$ cat src/rtl/mem_pkg.sv
`default_nettype none
// +-------------------------------------------------------------------+
// | mem_pkg : shared constants for the burst master and its memory    |
// | rev 1.0                                                           |
// +-------------------------------------------------------------------+
package mem_pkg;

  localparam int DEFAULT_DEPTH = 16;
  localparam int DEFAULT_WIDTH = 8;

  localparam logic [1:0] IDLE  = 2'd0;
  localparam logic [1:0] ISSUE = 2'd1;
  localparam logic [1:0] WAIT  = 2'd2;

  localparam logic MEM_WR = 1'b1;
  localparam logic MEM_RD = 1'b0;

endpackage
`default_nettype wire

$ cat src/rtl/rd_out_buf.sv
`default_nettype none
// +-------------------------------------------------------------------+
// | rd_out_buf : one-entry read-data buffer with valid/ready drain    |
// | rev 1.0                                                           |
// +-------------------------------------------------------------------+
module rd_out_buf #(
  parameter int WIDTH = 8
) (
  input  logic             clk_i,
  input  logic             rst_i,
  input  logic             load_i,
  input  logic [WIDTH-1:0] data_i,
  input  logic             drain_i,
  output logic             valid_o,
  output logic [WIDTH-1:0] data_o
);

  logic             r_valid;
  logic [WIDTH-1:0] r_data;

  // A load wins over a drain on the same edge, so the new word stays valid.
  always_ff @(posedge clk_i or posedge rst_i) begin
    if (rst_i) begin
      r_valid <= 1'b0;
      r_data  <= '0;
    end else if (load_i) begin
      r_valid <= 1'b1;
      r_data  <= data_i;
    end else if (drain_i) begin
      r_valid <= 1'b0;
    end
  end

  assign valid_o = r_valid;
  assign data_o  = r_data;

endmodule
`default_nettype wire

$ cat src/rtl/mem_burst_ctrl.sv
`default_nettype none
// +-------------------------------------------------------------------+
// | mem_burst_ctrl : burst master driving a valid/ready memory port   |
// | rev 1.0                                                           |
// +-------------------------------------------------------------------+
module mem_burst_ctrl
  import mem_pkg::*;
#(
  parameter int DEPTH      = DEFAULT_DEPTH,
  parameter int WIDTH      = DEFAULT_WIDTH,
  parameter int ADDR_WIDTH = $clog2(DEPTH),
  parameter int LEN_WIDTH  = 4
) (
  input  logic                  clk_i,
  input  logic                  rst_i,
  input  logic                  cmd_valid_i,
  output logic                  cmd_ready_o,
  input  logic                  cmd_wr_rd_i,
  input  logic [ADDR_WIDTH-1:0] cmd_addr_i,
  input  logic [LEN_WIDTH-1:0]  cmd_len_i,
  input  logic                  wr_valid_i,
  output logic                  wr_ready_o,
  input  logic [WIDTH-1:0]      wr_data_i,
  output logic                  rd_valid_o,
  input  logic                  rd_ready_i,
  output logic [WIDTH-1:0]      rd_data_o,
  output logic                  mem_valid_o,
  output logic                  mem_wr_rd_o,
  output logic [ADDR_WIDTH-1:0] mem_addr_o,
  output logic [WIDTH-1:0]      mem_wdata_o,
  input  logic [WIDTH-1:0]      mem_rdata_i,
  input  logic                  mem_ready_i,
  output logic                  busy_o,
  output logic                  done_o
);

  logic [1:0]            r_state;
  logic [1:0]            w_next_state;
  logic                  r_dir;
  logic [ADDR_WIDTH-1:0] r_addr;
  logic [LEN_WIDTH-1:0]  r_cnt;
  logic                  r_done;

  logic w_accept;
  logic w_buf_free;
  logic w_issue;
  logic w_beat_done;
  logic w_last;
  logic w_rd_load;

  assign w_accept    = (r_state == IDLE) && cmd_valid_i;
  // A read may issue only if its result will have a free slot when it returns.
  assign w_buf_free  = !rd_valid_o || rd_ready_i;
  assign w_issue     = (r_state == ISSUE) &&
                       ((r_dir == MEM_WR) ? wr_valid_i : w_buf_free);
  assign w_beat_done = (r_state == WAIT) && mem_ready_i;
  assign w_last      = (r_cnt == '0);
  assign w_rd_load   = w_beat_done && (r_dir == MEM_RD);

  always_ff @(posedge clk_i or posedge rst_i) begin
    if (rst_i) begin
      r_state <= IDLE;
    end else begin
      r_state <= w_next_state;
    end
  end

  always_comb begin
    w_next_state = r_state;
    case (r_state)
      IDLE:    if (cmd_valid_i) w_next_state = ISSUE;
      ISSUE:   if (w_issue) w_next_state = WAIT;
      WAIT:    if (mem_ready_i) w_next_state = w_last ? IDLE : ISSUE;
      default: w_next_state = IDLE;
    endcase
  end

  always_comb begin
    cmd_ready_o = 1'b0;
    busy_o      = 1'b1;
    mem_valid_o = 1'b0;
    wr_ready_o  = 1'b0;
    mem_wdata_o = '0;
    case (r_state)
      IDLE: begin
        cmd_ready_o = 1'b1;
        busy_o      = 1'b0;
      end
      ISSUE: begin
        mem_valid_o = w_issue;
        if ((r_dir == MEM_WR) && wr_valid_i) begin
          wr_ready_o  = 1'b1;
          mem_wdata_o = wr_data_i;
        end
      end
      default: ;
    endcase
  end

  always_ff @(posedge clk_i or posedge rst_i) begin
    if (rst_i) begin
      r_dir  <= MEM_RD;
      r_addr <= '0;
      r_cnt  <= '0;
      r_done <= 1'b0;
    end else begin
      r_done <= w_beat_done && w_last;
      if (w_accept) begin
        r_dir  <= cmd_wr_rd_i;
        r_addr <= cmd_addr_i;
        r_cnt  <= cmd_len_i;
      end else if (w_beat_done && !w_last) begin
        r_cnt  <= r_cnt - 1'b1;
        r_addr <= r_addr + 1'b1;
      end
    end
  end

  assign mem_addr_o  = r_addr;
  assign mem_wr_rd_o = r_dir;
  assign done_o      = r_done;

  rd_out_buf #(
    .WIDTH (WIDTH)
  ) u_rd_out_buf (
    .clk_i   (clk_i),
    .rst_i   (rst_i),
    .load_i  (w_rd_load),
    .data_i  (mem_rdata_i),
    .drain_i (rd_ready_i),
    .valid_o (rd_valid_o),
    .data_o  (rd_data_o)
  );

endmodule
`default_nettype wire

$ cat config.mk
export PLATFORM = sky130hd
export DESIGN_NAME = mem_burst_ctrl
export DESIGN_NICKNAME = d
export VERILOG_FILES = /design/src/rtl/mem_pkg.sv /design/src/rtl/rd_out_buf.sv /design/src/rtl/mem_burst_ctrl.sv
export SDC_FILE = /design/constraint.sdc
export NUM_CORES = 1
export LEC_CHECK = 0
export CAP_MARGIN = 10
export CORE_ASPECT_RATIO = 1.1
export CORE_MARGIN = 4
export CORE_UTILIZATION = 30
export CTS_CLUSTER_SIZE = 25
export DETAILED_ROUTE_END_ITERATION = 8
export MAX_ROUTING_LAYER = met4
export PLACE_DENSITY = 0.66
export SYNTH_ARGS = -nofsm -noshare
export SYNTH_HDL_FRONTEND = slang
export SYNTH_SLANG_ARGS = --single-unit
$ cat constraint.sdc
create_clock -name clk_i -period 1.5 [get_ports clk_i]
set_input_delay 0.15 -clock clk_i [delete_from_list [all_inputs] [get_ports clk_i]]
set_output_delay 0.15 -clock clk_i [all_outputs]
set_load 0.005 [all_outputs]
==> metrics <==
status=complete, but fails checks; failing checks=setup timing; CTS tree=built; fillers=309; Layout Skew=5.93 ps; yosys synthesis warning count=0; die span in x=66.5 um; # H-tree levels=1; layout cells sized above 1=~45%; Max Freq=603 MHz; Port Buf Inserts=57; Critical Path Max Stage Delay=480 ps; io pins=58; Max IR drop VDD=1020 uV; crit share post-route=111%; CTS Buffer Depth=2; R2R Setup Slk=-160 ps; full die area=4810 sq um; final hold vios=0; total gr overflow=0; Hold Crit Class=primary input to asynchronous set/reset pin; drt drc=0; via count=1,151; final max-slew violation count=0; family with the most delay on the worst path=compound AO/OA/AOI/OAI gates; most common cell after layout, fill and taps aside=clkdlybuf4s50_1; PwrDens=between 1500 and 2000 nW/um^2; die height=around 72 um; min Tclk post-route=around 1700 ps; FF+latch count, synth=21; final instance area=2260 sq um; gp weighted congestion=0.820; RSZ-0062 raised after global routing=true; dpl cell area=1960 sq um; final setup fails=24; cells on worst reg2reg path=4; commonest cells after routing, fill and taps aside=45 x clkdlybuf4s50_1, 32 x buf_4, 19 x dfrtp_1; actual slew at the worst max-slew pin=about 460 ps; antenna-violating nets left=0; via/cell ratio=roughly 4.6; chain of cells forming the critical path=buf_6, or3b_4, a2111oi_4, a2bb2oi_1; critical path's slowest cell=or3b_4; total power=4.04 mW; drt first pass iters=4; top cell type's share of synthesized area=46.5%; LEAKAGE=1.03 nW; Post-Route WL=3.66 mm; worst relative slew slack=68.2%; RR Endpoint=mem_addr_o[2]; cells after synthesis=102; Worst-path clk slew=80 ps; Detail Placement HPWL=2.64 mm; first-pass GRT wire length=slightly below 6 mm; Worst R2R Start=r_state[1]; Core Footprint=3630 sq um; CP bufs+invs=1; clk_lat worst skew=approximately 260 ps; largest area contributor in the netlist=dfrtp_1; Root Driver=clkbuf_8; CTS sink count=21; Max Fanout on Critical Path=7; ant diodes=0; # rows=23; post-route setup slack=-158 ps; total CTS buffers=3; Avg Synthesized Cell Area=11.1 sq um; largest cells by area after synthesis=dfrtp_1 47%, mux2_2 11%, mux2i_1 6.2%; initial core utilization=between 30% and 40%; max_cap viols=0; Overall Global Routing Usage=15.7%; syn nets=135; Synth cell types=30; cts-stage hold buffer count=0; Worst EP required=1680 ps; hold slack final=approximately 230 ps; Syn Std Cell Area=1130 sq um; DRT iter0 DRCs=44; pin count of the biggest net entering global routing=22; Worst Setup Path Type=flip-flop to flip-flop; WL/cell=14.6 um; layout net count=235; crit start category=flip-flop; number of global-route vias before repair=approximately 1,300; CP Capture Type=flip-flop; synthesis-to-layout area growth=100%; worst path arrival time=about 1800 ps; sequential share of the synthesized area=around 47%; antenna violations before repair=0
metal layers:
metal	vias to the layer above	global-route usage [%]	wire length [um]	share of wire, %
met5	-	-	0	0
met3	0	2.94	146	4.0
met1	560	17.6	1450	40
met2	23	28.8	2070	56
li1	568	-	-	-
met4	0	3.39	0	0
worst max-delay path by stage:
stage	to	slack, ps	start	depth (start not counted)
5_1_grt	mem_addr_o[2]	-200	r_state[1]	4
6_report	mem_addr_o[2]	-160	r_state[1]	4
2_1_floorplan	mem_addr_o[2]	-110	r_state[1]	5
3_3_place_gp	r_cnt[2]	-280	cmd_valid_i	4
3_5_place_dp	r_cnt[2]	-390	cmd_valid_i	4
4_1_cts	mem_addr_o[2]	-160	r_state[0]	4
through the flow:
stage / util (%) / setup TNS, ps / setup slack [ps] / cells
after global routing: 62.4 / -3190 / -197 / 251
after global placement: 54.0 / -3600 / -284 / 234
final: 62.4 / -1870 / -158 / 251
after detailed placement: 54.0 / -4220 / -391 / 234
after CTS: 58.8 / -2290 / -164 / 247
after floorplan: - / -673 / -114 / 102
layout make-up:
cell class | instances | area [sq um] | area share [%]
clock buffer | 4 | 45.0 | 1.99
inverter | 8 | 30.0 | 1.33
timing repair buffer | 98 | 886 | 39.1
tap | 50 | 62.6 | 2.76
sequential | 21 | 528 | 23.3
multi-input combinational | 70 | 712 | 31.5
cells by family after synthesis:
logic type               after synthesis  synth area share, %
buffers and inverters                 11                 4.98
AO/OA/AOI/OAI                         14                 10.2
adder cells (fa/ha/maj)                2                 2.21
AND/OR/NAND/NOR                       36                 18.9
flip-flops                            21                 46.5
multiplexers                          18                 17.2
cell usage after synthesis:
cell       instances
dfrtp_1           21
mux2_2            11
nand2_1            9
and2_1             8
inv_1              8
mux2i_1            7
nand2b_1           4
a2111oi_0          3
a2bb2oi_1          3
buf_6              2
ha_1               2
nor2_1             2
nor3_2             2
o211ai_1           2
o31ai_1            2
or3_1              2
a211o_1            1
a22o_1             1
a31o_2             1
and4bb_2           1
clkbuf_1           1
nand3_1            1
nand4_1            1
nor3_1             1
nor3b_1            1
nor4_1             1
o22ai_1            1
or2_2              1
or3b_1             1
or4_1              1
what timing repair did:
item                       in CTS  in global routing
resized for setup              57                 38
pin swaps                       6                  7
gates cloned                    0                  1
setup endpoints to repair      21                 29
setup buffers                   9                  5
power by group:
part	internal, mW	switching (mW)	total (mW)
logic	1.66	0.968	2.63
registers	0.840	0.198	1.04
clock network	0.189	0.183	0.372
total	2.69	1.35	4.04
registers in the layout, summed over array words and instances (netlist names):
signal	flops
done_o	1
r_cnt	4
u_rd_out_buf.data_o	8
u_rd_out_buf.valid_o	1
r_state	2
mem_wr_rd_o	1
mem_addr_o	4
worst reg2reg max path: cells and delay by family, from the launching register on:
kind,cells,cell delay (ps)
buf+inv,1,130
simple gates,1,480
compound gates,2,550
flops,1,420
No activity file was read; power rests on OpenSTA's default activity.
